[src/rtl/region_shared_read_arbiter.sv]
// region_shared_read_arbiter: round-robin, burst-locked sharing of one read region among N readers,
// with a tag pipeline that steers each fixed-latency return beat back to its requester.
module region_shared_read_arbiter #(
  parameter int WIDTH             = 8,
  parameter int LOG2_DEPTH        = 5,
  parameter int NUM_READ_CHANNELS = 3,
  parameter int READ_LATENCY      = 1,
  parameter int MAX_BURST         = 4
) (
  input  logic                                    clk,
  input  logic                                    reset,
  input  logic [NUM_READ_CHANNELS-1:0]            req_re,
  input  logic [NUM_READ_CHANNELS*LOG2_DEPTH-1:0] req_raddr,
  input  logic [NUM_READ_CHANNELS*2-1:0]          req_rfifobram,
  output logic [NUM_READ_CHANNELS-1:0]            req_grant,
  output logic [NUM_READ_CHANNELS-1:0]            rsp_rvalid,
  output logic [WIDTH-1:0]                        rsp_rdata,
  output logic [NUM_READ_CHANNELS-1:0]            rsp_empty,
  output logic                                    mem_re,
  output logic [LOG2_DEPTH-1:0]                   mem_raddr,
  output logic [1:0]                              mem_rfifobram,
  input  logic                                    mem_rvalid,
  input  logic [WIDTH-1:0]                        mem_rdata,
  input  logic                                    mem_empty
);
  localparam int N  = NUM_READ_CHANNELS;
  localparam int L  = LOG2_DEPTH;
  localparam int RL = READ_LATENCY;
  localparam int CW = $clog2(N);
  localparam int BW = $clog2(MAX_BURST + 1);
  localparam logic [BW-1:0] MB = BW'(MAX_BURST);
  typedef enum logic {IDLE, BURST} state_t;
  state_t state, state_d;
  logic [CW-1:0] rr, owner, owner_d, pick, gid, idx;
  logic [BW-1:0] cnt, cnt_d;
  logic found, keep, others, gv;
  logic [RL:0] tv;
  logic [CW-1:0] tid [0:RL];
  always_comb begin
    pick  = rr;
    found = 1'b0;
    idx   = rr;
    for (int k = 0; k < N; k++) begin
      idx = CW'((int'(rr) + k) % N);
      if (!found && req_re[idx]) begin
        found = 1'b1;
        pick  = idx;
      end
    end
  end
  // rr already sits just past the owner, so the scan naturally prefers every other channel first
  assign others = |(req_re & ~(N'(1) << owner));
  assign keep   = (state == BURST) && req_re[owner] && ((cnt < MB) || !others);
  always_comb begin
    state_d = state;
    owner_d = owner;
    cnt_d   = cnt;
    gid     = pick;
    gv      = 1'b0;
    if (keep) begin
      gv    = 1'b1;
      gid   = owner;
      cnt_d = (cnt < MB) ? cnt + 1'b1 : cnt;
    end else if (found) begin
      gv      = 1'b1;
      state_d = BURST;
      owner_d = pick;
      cnt_d   = BW'(1);
    end else begin
      state_d = IDLE;
    end
  end
  assign req_grant = (gv && reset) ? N'(1) << gid : '0;
  always_ff @(posedge clk or negedge reset) begin
    if (!reset) begin
      state         <= IDLE;
      owner         <= '0;
      cnt           <= '0;
      rr            <= '0;
      mem_re        <= 1'b0;
      mem_raddr     <= '0;
      mem_rfifobram <= '0;
      tv            <= '0;
      for (int i = 0; i <= RL; i++) tid[i] <= '0;
    end else begin
      state  <= state_d;
      owner  <= owner_d;
      cnt    <= cnt_d;
      mem_re <= gv;
      if (gv) begin
        rr            <= (gid == CW'(N - 1)) ? '0 : gid + 1'b1;
        mem_raddr     <= req_raddr[gid*L +: L];
        mem_rfifobram <= req_rfifobram[gid*2 +: 2];
      end
      tv     <= {tv[RL-1:0], gv};
      tid[0] <= gid;
      for (int i = 1; i <= RL; i++) tid[i] <= tid[i-1];
    end
  end
  // untagged returns (e.g. beats from before a reset) are dropped here
  assign rsp_rvalid = (mem_rvalid && tv[RL]) ? N'(1) << tid[RL] : '0;
  assign rsp_rdata  = (mem_rvalid && tv[RL]) ? mem_rdata : '0;
  assign rsp_empty  = {N{mem_empty}};
endmodule

[config.mk]
export PLATFORM = sky130hd
export DESIGN_NAME = region_shared_read_arbiter
export DESIGN_NICKNAME = d
export VERILOG_FILES = /design/src/rtl/region_shared_read_arbiter.sv
export SDC_FILE = /design/constraint.sdc
export NUM_CORES = 1
export LEC_CHECK = 0
export BUFFER_PORTS_ARGS = -buffer_cell sky130_fd_sc_hd__buf_2
export CAP_MARGIN = 20
export CELL_PAD_IN_SITES_DETAIL_PLACEMENT = 0
export CELL_PAD_IN_SITES_GLOBAL_PLACEMENT = 1
export CORE_MARGIN = 2
export CORE_UTILIZATION = 31
export DETAILED_ROUTE_END_ITERATION = 10
export PLACE_DENSITY_LB_ADDON = 0.1
export SETUP_SLACK_MARGIN = 0.02
export SYNTH_ARGS = -nofsm -noshare
export SYNTH_HDL_FRONTEND = slang
export SYNTH_SLANG_ARGS = --single-unit
[constraint.sdc]
create_clock -name clk -period 2.47 [get_ports clk]
set_input_delay 0.494 -clock clk [delete_from_list [all_inputs] [get_ports clk]]
set_output_delay 0.494 -clock clk [all_outputs]
set_load 0.02 [all_outputs]
== After elaboration in Yosys (flattened, before gate mapping) ==
Index checks and enable logic that the tools add are counted.
Word-level totals
  register bits: 22
  bits of input ports: 36
  word-level logic and storage cells: 71
Cells by class
  equality and inequality tests: 2
  muxes and demuxes: 24
  div/mod/pow operators: 3
  reductions and logical operators: 14
  shifts and indexed selects: 5
  magnitude comparators: 5
  bitwise gates (word level): 3
  add/subtract/negate cells: 4
  multipliers: 1
Operator list (count)
  32-bit by 3-bit remainder unit with 32-bit output (second input constant): 2
  3-bit by 3-bit remainder unit with 32-bit output (second input constant): 1
  3-bit two-way mux: 5
  15-bit by 6-bit variable part select with 5-bit output: 1
  2-bit by 3-bit < comparator with 1-bit output (second input constant): 4
  2-bit two-way mux: 5
  1-bit two-way mux: 9
  1-bit by 2-bit << shifter with 3-bit output (first input constant): 3
  1-bit binary-select mux with 2-bit select: 4
  8-bit two-way mux: 1
  1-bit logical AND: 6
  6-bit by 4-bit variable part select with 2-bit output: 1
  2-bit by 3-bit multiplier with 5-bit output (second input constant): 1
  2-bit AND reduction: 2
  2-bit by 1-bit adder with 3-bit output (second input constant): 1
  2-bit by 2-bit adder with 3-bit output (second input constant): 1
  3-bit by 1-bit adder with 3-bit output (second input constant): 1
  3-bit bitwise AND: 1
  1-bit logical NOT: 3
  3-bit < comparator (second input constant): 1
  3-bit NOT: 1
  3-bit OR reduction: 1
  2-bit by 1-bit adder with 2-bit output (second input constant): 1
  2-bit equality test (second input constant): 1
  4 further kinds: 4

== Depth between registers and ports, before layout ==
  word-level depth: 14
  mapped depth: 10
  mapped depth without buffers: 9

== Worst setup path after synthesis ==
Ideal clock, no wire load.
  path type: register to output
  start: register rr[0]
  end: output port req_grant[0]
  cell stages (with the launch flop): 10
  path buffers: 1
  setup slack: -0.546 ns
  data arrival time: 2.522 ns
  cell sequence: dfrtp_1 > inv_1 > ha_1 > and3b_1 > a21oi_1 > a221o_1 > a221oi_4 > buf_6 > inv_1 > nor3_1
On the way
  elaborated cells between the ends (all ways): 27
RTL lines
  start, declared: line 34  | logic [CW-1:0] rr, owner, owner_d, pick, gid, idx;
  start signal, assigned: line 91  | rr <= (gid == CW'(N - 1)) ? '0 : gid + 1'b1;
  branches (longest 9 deep; another with 32-bit by 3-bit remainder unit with 32-bit output)
  2-bit two-way mux (*): line 45  | if (!found && req_re[idx]) begin
  2-bit two-way mux (*): line 60  | if (keep) begin
  named net gid[1]: line 34
  1-bit by 2-bit << shifter with 3-bit output (*): line 73  | assign req_grant = (gv && reset) ? N'(1) << gid : '0;
  3-bit two-way mux (*): line 73
  end, declared: line 15  | output logic [NUM_READ_CHANNELS-1:0] req_grant,
Mark *: on every way through the listed nets, which the timed path passes. The select of a mux whose other input is x is not followed.

== Worst setup path in the final report ==
  start: register rr[1]
  end: output port req_grant[0]
Same word-level chain as after synthesis.

==> metrics.txt <==
# TYPE chip_impl_metric gauge
chip_impl_metric{name="share_of_the_synthesized_area_in_compound_gates_ao_oa_aoi_oai",unit="%"} 16.3
chip_impl_metric{name="yosys.cell_types.count",unit=""} 43
chip_impl_metric{name="start_util",unit="%"} 31.7
chip_impl_metric{name="die_x",unit="um"} 72.8
chip_impl_metric{name="fp.coreArea",unit="um^2"} 4630
chip_impl_metric{name="port_buffers",unit=""} 56
chip_impl_info{name="failed_checks",value="negative setup slack"} 1
chip_impl_metric{name="clock_network_fraction_of_design_power",unit="%"} 6.2
chip_impl_metric{name="vias_per_cell",unit=""} 5.03
chip_impl_metric{name="power.share.combinational",unit="%"} 76.5
chip_impl_metric{name="ant_nets",unit=""} 0
chip_impl_metric{name="tns",unit="ps"} -2490
chip_impl_metric{name="muxShareOfSynthArea",unit="%"} 12.6
chip_impl_metric{name="power.share.sequential",unit="%"} 17.3
chip_impl_metric{name="grt_first_pass_wirelength",unit="um"} 7000
chip_impl_metric{name="routed_wire_length_per_instance",unit="um"} 14.2
chip_impl_metric{name="ir_drop",unit="mV"} 0.563
chip_impl_metric{name="clock_buffer_count_from_cts",unit=""} 3
chip_impl_info{name="clock-root-buffer",value="sky130_fd_sc_hd__clkbuf_8"} 1
chip_impl_metric{name="crit_path_max_fanout",unit=""} 6
chip_impl_metric{name="worst_slew_pin_slew",unit="ps"} 346
chip_impl_metric{name="floorplan.die_area",unit="um^2"} 5300
chip_impl_metric{name="timing.critical_path.slowest_cell_delay",unit="ps"} 460
chip_impl_metric{name="largest_net_degree_at_the_start_of_global_routing",unit=""} 22
chip_impl_metric{name="syn_avg_cell_area",unit="um^2"} 9.60
chip_impl_metric{name="die-height",unit="um"} 72.8
chip_impl_metric{name="power_per_cell_area",unit="nW/um^2"} 1600
chip_impl_metric{name="power.internal",unit="uW"} 2070
chip_impl_info{name="critPathKind",value="register to primary output"} 1
chip_impl_metric{name="timing.slew.headroom",unit="%"} 76.4
chip_impl_info{name="dominantRegCellSynth",value="sky130_fd_sc_hd__dfrtp_1"} 1
chip_impl_metric{name="cts_htree_levels",unit=""} 1
chip_impl_metric{name="grt_pass1_vias",unit=""} 1550
chip_impl_info{name="status",value="complete, but fails checks"} 1
chip_impl_metric{name="clkLatencyLatePin",unit="ps"} 260
chip_impl_metric{name="clock-skew-final",unit="ps"} 1.25
chip_impl_info{name="synthDominantAreaCellType",value="sky130_fd_sc_hd__dfrtp_1"} 1
chip_impl_metric{name="synth_fa_ha_area_share",unit="%"} 4.26
chip_impl_metric{name="max-clock-path-buffers",unit=""} 2
chip_impl_metric{name="grtUsageTotal",unit="%"} 16.8
chip_impl_info{name="cp_cell_sequence",value="inv_2, ha_4, mux2i_4, o21ai_4, a221o_1, a221oi_4, inv_4, nor3_4, buf_6"} 1
chip_impl_metric{name="sw_frac_of_total",unit="%"} 43.6
chip_impl_metric{name="cts.hold.buffers_added",unit=""} 0
chip_impl_metric{name="number_of_drc_violations_after_detailed_routing",unit=""} 0
chip_impl_metric{name="place_hpwl",unit="um"} 3270
chip_impl_metric{name="synth_top_area_share",unit="%"} 35.8
chip_impl_info{name="cp-end-kind",value="primary output"} 1
chip_impl_metric{name="synth_area",unit="um^2"} 1470
chip_impl_info{name="combinational_family_with_the_most_area_after_synthesis",value="simple AND/OR/NAND/NOR gates"} 1
chip_impl_metric{name="yosys_warnings",unit=""} 0
chip_impl_info{name="worst_setup_path_start_kind",value="register"} 1
chip_impl_metric{name="weighted_congestion_reported_at_the_end_of_routability_driven_placement",unit=""} 0.853
chip_impl_info{name="synth.area.top_cells",value="sky130_fd_sc_hd__dfrtp_1, sky130_fd_sc_hd__mux2i_1, sky130_fd_sc_hd__and3_1"} 1
chip_impl_info{name="rsz0062_at_grt",value="yes"} 1
chip_impl_metric{name="fmax",unit="GHz"} 0.342
chip_impl_metric{name="worst_ep_arrival_time",unit="ps"} 2430
chip_impl_metric{name="finalCritPeriodShare",unit="%"} 118
chip_impl_metric{name="timing.max_cap.violations",unit=""} 0
chip_impl_metric{name="totalWireLength",unit="um"} 4240
chip_impl_info{name="yosys.cell_count.top_type",value="sky130_fd_sc_hd__dfrtp_1"} 1
chip_impl_metric{name="gr-total-overflow",unit=""} 0
chip_impl_metric{name="leakagePower",unit="uW"} 0.00112
chip_impl_metric{name="synth_fp_nets",unit=""} 194
chip_impl_metric{name="diodes",unit=""} 0
chip_impl_metric{name="detailedRoute.firstIterationViolations",unit=""} 35
chip_impl_metric{name="initial_antenna_violation_count",unit=""} 0
chip_impl_metric{name="placement_rows",unit=""} 25
chip_impl_info{name="r2r-start",value="rr[1]$_DFFE_PN0P_"} 1
chip_impl_metric{name="fin_worst_hold_slack",unit="ps"} 235
chip_impl_metric{name="post-route-min-period",unit="ps"} 2930
chip_impl_metric{name="cp.buffers_inverters",unit=""} 3
chip_impl_metric{name="worst_ep_required_time",unit="ps"} 1980
chip_impl_info{name="worst_path_max_delay_cell",value="sky130_fd_sc_hd__dfrtp_2"} 1
chip_impl_metric{name="power_switching",unit="uW"} 1600
chip_impl_metric{name="design_area",unit="um^2"} 2290
chip_impl_metric{name="async_reset_ff_share",unit="%"} 100
chip_impl_metric{name="top_level_ports",unit=""} 61
chip_impl_info{name="tritoncts",value="yes"} 1
chip_impl_metric{name="areaGrowthSynthToFinish",unit="%"} 55.8
chip_impl_metric{name="setup_viol",unit=""} 9
chip_impl_info{name="synth_top_cells_by_count",value="sky130_fd_sc_hd__dfrtp_1, sky130_fd_sc_hd__mux2i_1, sky130_fd_sc_hd__and3_1"} 1
chip_impl_info{name="critPathTopFamily",value="compound AO/OA/AOI/OAI gates"} 1
chip_impl_metric{name="nets",unit=""} 286
chip_impl_metric{name="post-place-cells",unit=""} 283
chip_impl_metric{name="finalWorstSetupSlack",unit="ps"} -456
chip_impl_info{name="setup_crit_start",value="rr[1]$_DFFE_PN0P_"} 1
chip_impl_metric{name="synth_sequential_area_ratio",unit="%"} 35.8
chip_impl_info{name="type_of_the_most_critical_hold_path",value="input pin to asynchronous set/reset pin"} 1
chip_impl_metric{name="syn_inst",unit=""} 153
chip_impl_metric{name="synth-simple-area-share",unit="%"} 25.1
chip_impl_metric{name="ratio_of_cells_with_drive_above_1_in_the_final_layout",unit="%"} 57.4
chip_impl_metric{name="via_count",unit=""} 1500
chip_impl_metric{name="hold_viol_final",unit=""} 0
chip_impl_metric{name="final_max_slew_viol_count",unit=""} 0
chip_impl_metric{name="synth-edff-count",unit=""} 0
chip_impl_metric{name="post_synth_xor_area_fraction",unit="%"} 0.596
chip_impl_metric{name="tritoncts_num_sinks",unit=""} 21
chip_impl_metric{name="ys_ff_latch",unit=""} 21
chip_impl_metric{name="drtPass1Iterations",unit=""} 4
chip_impl_metric{name="clkTransAtPathRegs",unit="ps"} 80
chip_impl_metric{name="dpl-instance-area",unit="um^2"} 2010
chip_impl_metric{name="final_core_utilization",unit="%"} 49.4
chip_impl_metric{name="finalNonFillerCells",unit=""} 298
==> metrics by stage <==
stage | setup WS [ps] | total power, uW
2_1_floorplan | -321 | 2150
6_report | -456 | 3660
3_5_place_dp | -318 | 2900
3_3_place_gp | -209 | 2850
4_1_cts | -432 | 3390
5_1_grt | -554 | 3970
==> power groups by stage <==
stage / Clock, uW / Combinational, uW / Sequential [uW]
4_1_cts: 236 / 2510 / 638
6_report: 226 / 2800 / 634
2_1_floorplan: 0 / 1440 / 706
3_5_place_dp: 0 / 2250 / 645
3_3_place_gp: 0 / 2210 / 637
5_1_grt: 250 / 3050 / 665
==> what timing repair did <==
item,in CTS,in global routing
resized for setup,16,23
hold endpoints to repair,0,0
setup buffers,6,6
pin swaps,7,6
cloned,0,0
endpoints found under the setup margin,10,13
==> path summary, 6_finish.rpt <==
kind / to / cells past startpoint / slack, ps
min: tid[0]$_DFF_PN0_ / 2 / 240
max in group asynchronous: rr[1]$_DFFE_PN0P_ / 2 / 2000
min in group clk: tid[0]$_DFF_PN0_ / 0 / 350
max reg2reg: mem_raddr[3]$_DFFE_PN0P_ / 12 / -220
min reg2reg: tid[0]$_DFF_PN0_ / 0 / 350
max: req_grant[0] / 9 / -460
==> area by class of cell <==
| type | count | area, um^2 |
|---|---|---|
| well taps | 54 | 67.6 |
| multi-input cells | 119 | 1020 |
| clock buffers | 3 | 41.3 |
| clock inverters | 1 | 5.00 |
| repair buffers | 93 | 592 |
| inverters | 7 | 32.5 |
| flip-flops and latches | 21 | 527 |
| fillers | 470 | 2340 |
==> state kept, by name (all words and copies together) (netlist names) <==
register / count
mem_raddr: 5
tid: 4
cnt: 3
mem_rfifobram: 2
owner: 2
rr: 2
tv: 2
state: 1
==> layer usage <==
layer	track usage (%)	share of wire (%)
met2	31.6	53
met3	2.35	4.9
met1	18.5	39
met5	0	0
met4	7.61	2.9
==> cells by family (layout without fill, tap and decap cells) <==
logic type      count (synthesis)  after routing
compound gates                 33             33
xor+xnor                        1              1
fa+ha+maj                       5              5
buf+inv                        13            104
flops                          21             21
mux                            17             17
simple gates                   63             63
==> layout by cell type (no fill, tap or decap), types with 6 or more instances in the layout <==
cell                      count
sky130_fd_sc_hd__buf_4       33
sky130_fd_sc_hd__buf_6        7
sky130_fd_sc_hd__mux2i_1      9
sky130_fd_sc_hd__and3_1      10
sky130_fd_sc_hd__nor2_1       8
sky130_fd_sc_hd__buf_2       53
sky130_fd_sc_hd__nand3_1      8
sky130_fd_sc_hd__a31oi_1      9
sky130_fd_sc_hd__nand2_1      6
sky130_fd_sc_hd__dfrtp_1     20
No activity file was read; power rests on OpenSTA's default activity.
